<file path="config.mk">
export PLATFORM = sky130hd
export DESIGN_NAME = mac_rr_scheduler
export DESIGN_NICKNAME = d
export VERILOG_FILES = /design/src/rtl/mac_rr_scheduler.sv
export SDC_FILE = /design/constraint.sdc
export NUM_CORES = 1
export LEC_CHECK = 0
export ABC_AREA = 1
export BUFFER_PORTS_ARGS = -buffer_cell sky130_fd_sc_hd__buf_2
export CORE_MARGIN = 5
export CORE_UTILIZATION = 35
export CTS_BUF_LIST = sky130_fd_sc_hd__clkbuf_2 sky130_fd_sc_hd__clkbuf_4 sky130_fd_sc_hd__clkbuf_8
export DETAILED_ROUTE_END_ITERATION = 6
export PLACE_DENSITY = 0.83
export SYNTH_ARGS = -nofsm -noshare
export SYNTH_HDL_FRONTEND = slang
export SYNTH_SLANG_ARGS = --single-unit
</file>
<file path="constraint.sdc">
create_clock -name clk_i -period 3.8 [get_ports clk_i]
set_clock_uncertainty 0.1 [all_clocks]
set_input_delay 0.38 -clock clk_i [delete_from_list [all_inputs] [get_ports clk_i]]
set_output_delay 0.38 -clock clk_i [all_outputs]
set_load 0.05 [all_outputs]
</file>
<file path="src/rtl/mac_rr_scheduler.sv">
// mac_rr_scheduler
// ----------------
// Shares one Taylor-series mac engine between NUM_REQ requesters.
// Requesters are served in round-robin order. Each grant covers one whole
// burst ending in last. The scheduler then waits for the engine's result
// and returns it tagged with the requester index. It re-arbitrates only
// after the response has been accepted.
//
// Optional feature: define MAC_SCHED_TIMEOUT_EN to add a WAIT-state
// watchdog. The watchdog turns a missing mac_done_i into an error response
// after TIMEOUT_CYCLES cycles. Without the macro, WAIT waits forever and
// rsp_err_o is tied to 0.
//
// Ports
//   clk_i, rst_i      : clock, asynchronous active-high reset
//   req_valid_i       : per-requester sample valid
//   req_data_i        : packed samples, requester k at [k*DATA_WIDTH +: DATA_WIDTH]
//   req_last_i        : per-requester end-of-burst flag
//   req_terms_i       : packed term counts, requester k at [k*ADDR_LINES +: ADDR_LINES]
//   req_ready_o       : per-requester ready, only the granted bit can be set
//   mac_signal_o      : sample towards the engine FIFO
//   mac_wr_en_o       : engine FIFO write strobe
//   mac_last_o        : engine last/start strobe
//   mac_terms_o       : term count latched at grant
//   mac_full_i        : engine FIFO full
//   mac_done_i        : engine result valid pulse
//   mac_result_i      : engine result
//   rsp_valid_o       : response valid, held until rsp_ready_i
//   rsp_ready_i       : response accept
//   rsp_id_o          : owner of the response
//   rsp_data_o        : latched engine result
//   rsp_err_o         : watchdog expiry flag
//   busy_o            : scheduler is not idle

module mac_rr_scheduler #(
    parameter int NUM_REQ        = 4,
    parameter int DATA_WIDTH     = 32,
    parameter int ADDR_LINES     = 5,
    parameter int TIMEOUT_CYCLES = 1024,
    localparam int ID_W          = $clog2(NUM_REQ)
) (
    input  logic                          clk_i,
    input  logic                          rst_i,
    input  logic [NUM_REQ-1:0]            req_valid_i,
    input  logic [NUM_REQ*DATA_WIDTH-1:0] req_data_i,
    input  logic [NUM_REQ-1:0]            req_last_i,
    input  logic [NUM_REQ*ADDR_LINES-1:0] req_terms_i,
    output logic [NUM_REQ-1:0]            req_ready_o,
    output logic [DATA_WIDTH-1:0]         mac_signal_o,
    output logic                          mac_wr_en_o,
    output logic                          mac_last_o,
    output logic [ADDR_LINES-1:0]         mac_terms_o,
    input  logic                          mac_full_i,
    input  logic                          mac_done_i,
    input  logic [DATA_WIDTH-1:0]         mac_result_i,
    output logic                          rsp_valid_o,
    input  logic                          rsp_ready_i,
    output logic [ID_W-1:0]               rsp_id_o,
    output logic [DATA_WIDTH-1:0]         rsp_data_o,
    output logic                          rsp_err_o,
    output logic                          busy_o
);

    typedef enum logic [1:0] {
        S_IDLE,
        S_STREAM,
        S_WAIT,
        S_RESP
    } state_t;

    state_t            state;
    logic [ID_W-1:0]   ptr;
    logic [ID_W-1:0]   gnt;
    logic [ID_W-1:0]   winner;
    logic [ID_W-1:0]   ptr_next;
    logic              any_valid;
    logic              accept;
    logic              burst_end;
    logic [ADDR_LINES-1:0] win_terms;

    // Cyclic priority search. The first valid requester at or above ptr
    // wins, and the search wraps around to index 0.
    always_comb begin
        winner    = '0;
        any_valid = 1'b0;
        for (int i = 0; i < NUM_REQ; i++) begin
            if (!any_valid && req_valid_i[(int'(ptr) + i) % NUM_REQ]) begin
                winner    = ID_W'((int'(ptr) + i) % NUM_REQ);
                any_valid = 1'b1;
            end
        end
    end

    assign win_terms = req_terms_i[int'(winner)*ADDR_LINES +: ADDR_LINES];
    assign ptr_next  = (gnt == ID_W'(NUM_REQ - 1)) ? '0 : gnt + 1'b1;

    assign accept    = (state == S_STREAM) & req_valid_i[gnt] & ~mac_full_i;
    assign burst_end = accept & req_last_i[gnt];

    // Stream path is combinational so the burst moves at one beat per cycle.
    // Everything reads 0 outside STREAM so that reset and idle look identical.
    always_comb begin
        req_ready_o  = '0;
        mac_signal_o = '0;
        mac_wr_en_o  = 1'b0;
        mac_last_o   = 1'b0;
        if (state == S_STREAM) begin
            req_ready_o[gnt] = ~mac_full_i;
            mac_signal_o     = req_data_i[int'(gnt)*DATA_WIDTH +: DATA_WIDTH];
            mac_wr_en_o      = accept;
            mac_last_o       = burst_end;
        end
    end

    assign rsp_valid_o = (state == S_RESP);
    assign rsp_id_o    = (state == S_RESP) ? gnt : '0;
    assign busy_o      = (state != S_IDLE);

`ifdef MAC_SCHED_TIMEOUT_EN
    logic [15:0] wd_cnt;
    logic        wd_expire;

    // The counter holds the number of WAIT cycles already completed.
    // Expiry fires when this cycle's increment would bring it to
    // TIMEOUT_CYCLES, so RESP starts exactly TIMEOUT_CYCLES after WAIT entry.
    assign wd_expire = (wd_cnt == 16'(TIMEOUT_CYCLES - 1));
`else
    assign rsp_err_o = 1'b0;
`endif

    always_ff @(posedge clk_i or posedge rst_i) begin
        if (rst_i) begin
            state       <= S_IDLE;
            ptr         <= '0;
            gnt         <= '0;
            mac_terms_o <= '0;
            rsp_data_o  <= '0;
`ifdef MAC_SCHED_TIMEOUT_EN
            wd_cnt      <= '0;
            rsp_err_o   <= 1'b0;
`endif
        end else begin
            case (state)
                S_IDLE: begin
                    if (any_valid) begin
                        gnt         <= winner;
                        mac_terms_o <= win_terms;
                        state       <= S_STREAM;
                    end
                end
                S_STREAM: begin
                    if (burst_end) begin
                        state  <= S_WAIT;
`ifdef MAC_SCHED_TIMEOUT_EN
                        wd_cnt <= '0;
`endif
                    end
                end
                S_WAIT: begin
                    // A result arriving on the expiry cycle takes priority
                    // over the watchdog.
                    if (mac_done_i) begin
                        rsp_data_o <= mac_result_i;
`ifdef MAC_SCHED_TIMEOUT_EN
                        rsp_err_o  <= 1'b0;
`endif
                        state      <= S_RESP;
                    end
`ifdef MAC_SCHED_TIMEOUT_EN
                    else if (wd_expire) begin
                        rsp_data_o <= '0;
                        rsp_err_o  <= 1'b1;
                        state      <= S_RESP;
                    end else begin
                        wd_cnt <= wd_cnt + 16'd1;
                    end
`endif
                end
                S_RESP: begin
                    if (rsp_ready_i) begin
                        ptr   <= ptr_next;
                        state <= S_IDLE;
                    end
                end
                default: state <= S_IDLE;
            endcase
        end
    end

endmodule

</file>
==> flow_summary.toml <==
[status]
status = "complete, no violations"

[route]
wl_per_cell_um = 14.29
drt-vias-per-instance = 4.740
vias = 4309
final_antenna_net_count = 0
wl_um = 12990
drt_iter0_drc = 384
firstDrtPassIters = 5
drc = 0

[clock_network]
clk_latency_ns = 0.28
clk_path_buf_depth = 2
ctsResizeCount = 0
htreeDepth = 2
cts_tree = "built"
cts.sinks = 43
post_cts_buffers = 0
ctsHoldBuffers = 0
clk_pin_slew_ns = 0.09
cts_root_buf = "clkbuf_8"
cts_buffers = 5

[pwr]
max-vdd-ir-drop_mv = 0.6218
leakagePower_nw = 2.826
p_per_area_nw_per_um2 = 974.5
p_total_mw = 4.847

[yosys]
synthesis.nets = 726
ys_seq_elements = 43
ys_top_cells_by_count = "nor2_1 (142), nand2_1 (85), o21ai_0 (72)"
synth_edf_count = 0
async_reset_ff_share_pct = 100.0
ys.flop_type = "dfrtp_1"
yosysWarnings = 0
postSynthCellCount = 524
netlist-cell-type-count = 25
synth_area_leaders = "dfrtp_1 (31%), nor2_1 (15%), o21ai_0 (10%), mux2_2 (10%), nand2_1 (9.2%)"
synth_top_cell_area_share_pct = 30.98
synth_top_area_cell = "dfrtp_1"
synth_area_um2 = 3473
ys_seq_area_share_pct = 30.98
post_synth.cell_area_avg_um2 = 6.628
yosysMostFrequentCell = "nor2_1"

[timing]
relSlewSlack_pct = 25.83
worst_pin_slew_ns = 1.111
setup_tns_ns = 0
hold_violations = 0
rsz0062_at_grt = "false"
setup_ws_ns = 0.9155
fmax_mhz = 346.7
fin_crit_sh_pct = 75.91
fin_crit_ns = 2.885
slew_violations = 0
setup_viol = 0

[global_routing]
use_met2_pct = 35.57
busiest_layer = "met2"
grtUsageMet3_pct = 5.637
antenna_found_initial = 2
grt_max_degree = 73
grt_use_total_pct = 19.70
grt_pass1_vias = 3966
gr-total-overflow = 0
grt_pass1_wl_um = 18880
grt_use_met1_pct = 23.02

[die]
rows = 36
start_util_pct = 35.70
io_pins = 273
coreArea_um2 = 9729
chipHeight_um = 109.6
die_width_um = 109.6
dieArea_um2 = 12020

[placement]
hpwl_um = 10310
io_buffers = 271
place_ws_ns = 1.177
place.gp.congestion = 0.8279

[setup_path]
cp.arrival_ns = 2.40
crit_buf_inv = 4
critPathLaunchType = "flip-flop"
cp_cell_sequence = "inv_1 -> ha_1 -> inv_1 -> nor2_1 -> inv_1 -> nor2_1 -> buf_2"
timing.rr.end = "state[0]"
endpoint_kind = "primary output"
cpMostUsedCell = "inv_1"
worst_r2r_path_depth = 8
critPathMaxFanout = 33
r2r_start = "gnt[0]"
crit_slowest_cell = "inv_1"
critPathMaxStageDelay_ns = 0.44
crit_required_ns = 3.32
critical_path_class = "flip-flop to primary output"
r2r_setup_slack_ns = 1.35
cp_top_family = "buffers and inverters"

[cells_and_area]
fillCellCount = 1002
drive_above_1_share_pct = 43.35
nNetsFinal = 976
area_growth_pct = 43.19
finish.utilization_pct = 51.12

[hold_path]
hp-class = "primary input to asynchronous set/reset pin"

[job]
maxCapViolCount = 0
kinds of logic (layout without fill, tap and decap cells):
group                      Yosys count  after routing  share of synthesized area, %
and+or+nand+nor                    257            257                         30.44
AOI/OAI and AO/OA                  114            114                         16.46
buffers and inverters               68            319                         8.393
DFF                                 43             43                         30.98
muxes                               32             32                         10.37
adders and majority gates            9              9                         3.242
other                                1              2                        0.1080
power by group:
| part | internal [mW] | switching (mW) | leakage [nW] |
|---|---|---|---|
| Combinational | 0.995 | 2.69 | 2.27 |
| Clock | 0.136 | 0.168 | 0.0495 |
| Sequential | 0.694 | 0.159 | 0.510 |
registers in the layout (all words and copies together), names as in the netlist:
signal / flops
state: 2
gnt: 2
mac_terms_o: 5
ptr: 2
rsp_data_o: 32
per-stage QoR:
step | hold slack, ns | cell area [µm²] | instances
after CTS | 0.1114 | 4971 | 908
after global placement | 0.3826 | 4876 | 900
after floorplan | 0.4305 | 3473 | 524
after global routing | 0.1577 | 4974 | 909
after detailed placement | 0.3831 | 4876 | 900
final | 0.09290 | 4974 | 909
cell usage in the layout, fill, tap and decap left out, types with 9 or more instances in the layout:
master,count
a21oi_1,40
buf_2,271
dfrtp_1,42
ha_1,9
inv_1,32
mux2_2,32
nand2_1,85
nand3_1,10
nor2_1,142
o21ai_0,72
area by class of cell:
cell class / instances / area, µm² / area share [%]
Timing Repair Buffer: 275 / 1386 / 27.87
Sequential cell: 43 / 1077 / 21.66
Clock inverter: 3 / 26.28 / 0.5283
Tap cell: 133 / 166.4 / 3.346
Clock buffer: 5 / 68.82 / 1.384
Inverter: 36 / 140.1 / 2.818
Antenna cell: 1 / 2.502 / 0.05031
Multi-Input combinational cell: 413 / 2106 / 42.34
per-layer routing:
metal / part of all wire (%) / up-vias
met1: 39 / 1902
met2: 49 / 201
met4: 1.4 / 2
li1: - / 2184
met5: 0.10 / -
met3: 11 / 20
worst min-delay path, delay by kind of cell:
family	cells	cell delay [ns]
buffers and inverters	3	0.57
how the worst max path moves through the flow:
| stage | cells after the start | from | endpoint |
|---|---|---|---|
| 5_1_grt | 7 | state[1] | mac_last_o |
| 4_1_cts | 6 | gnt[0] | mac_last_o |
| 2_1_floorplan | 6 | gnt[0] | mac_signal_o[30] |
| 3_3_place_gp | 6 | gnt[0] | mac_last_o |
| 6_report | 7 | state[1] | req_ready_o[2] |
| 3_5_place_dp | 6 | gnt[0] | mac_last_o |
Note: power is estimated with default switching activity, not from simulation.
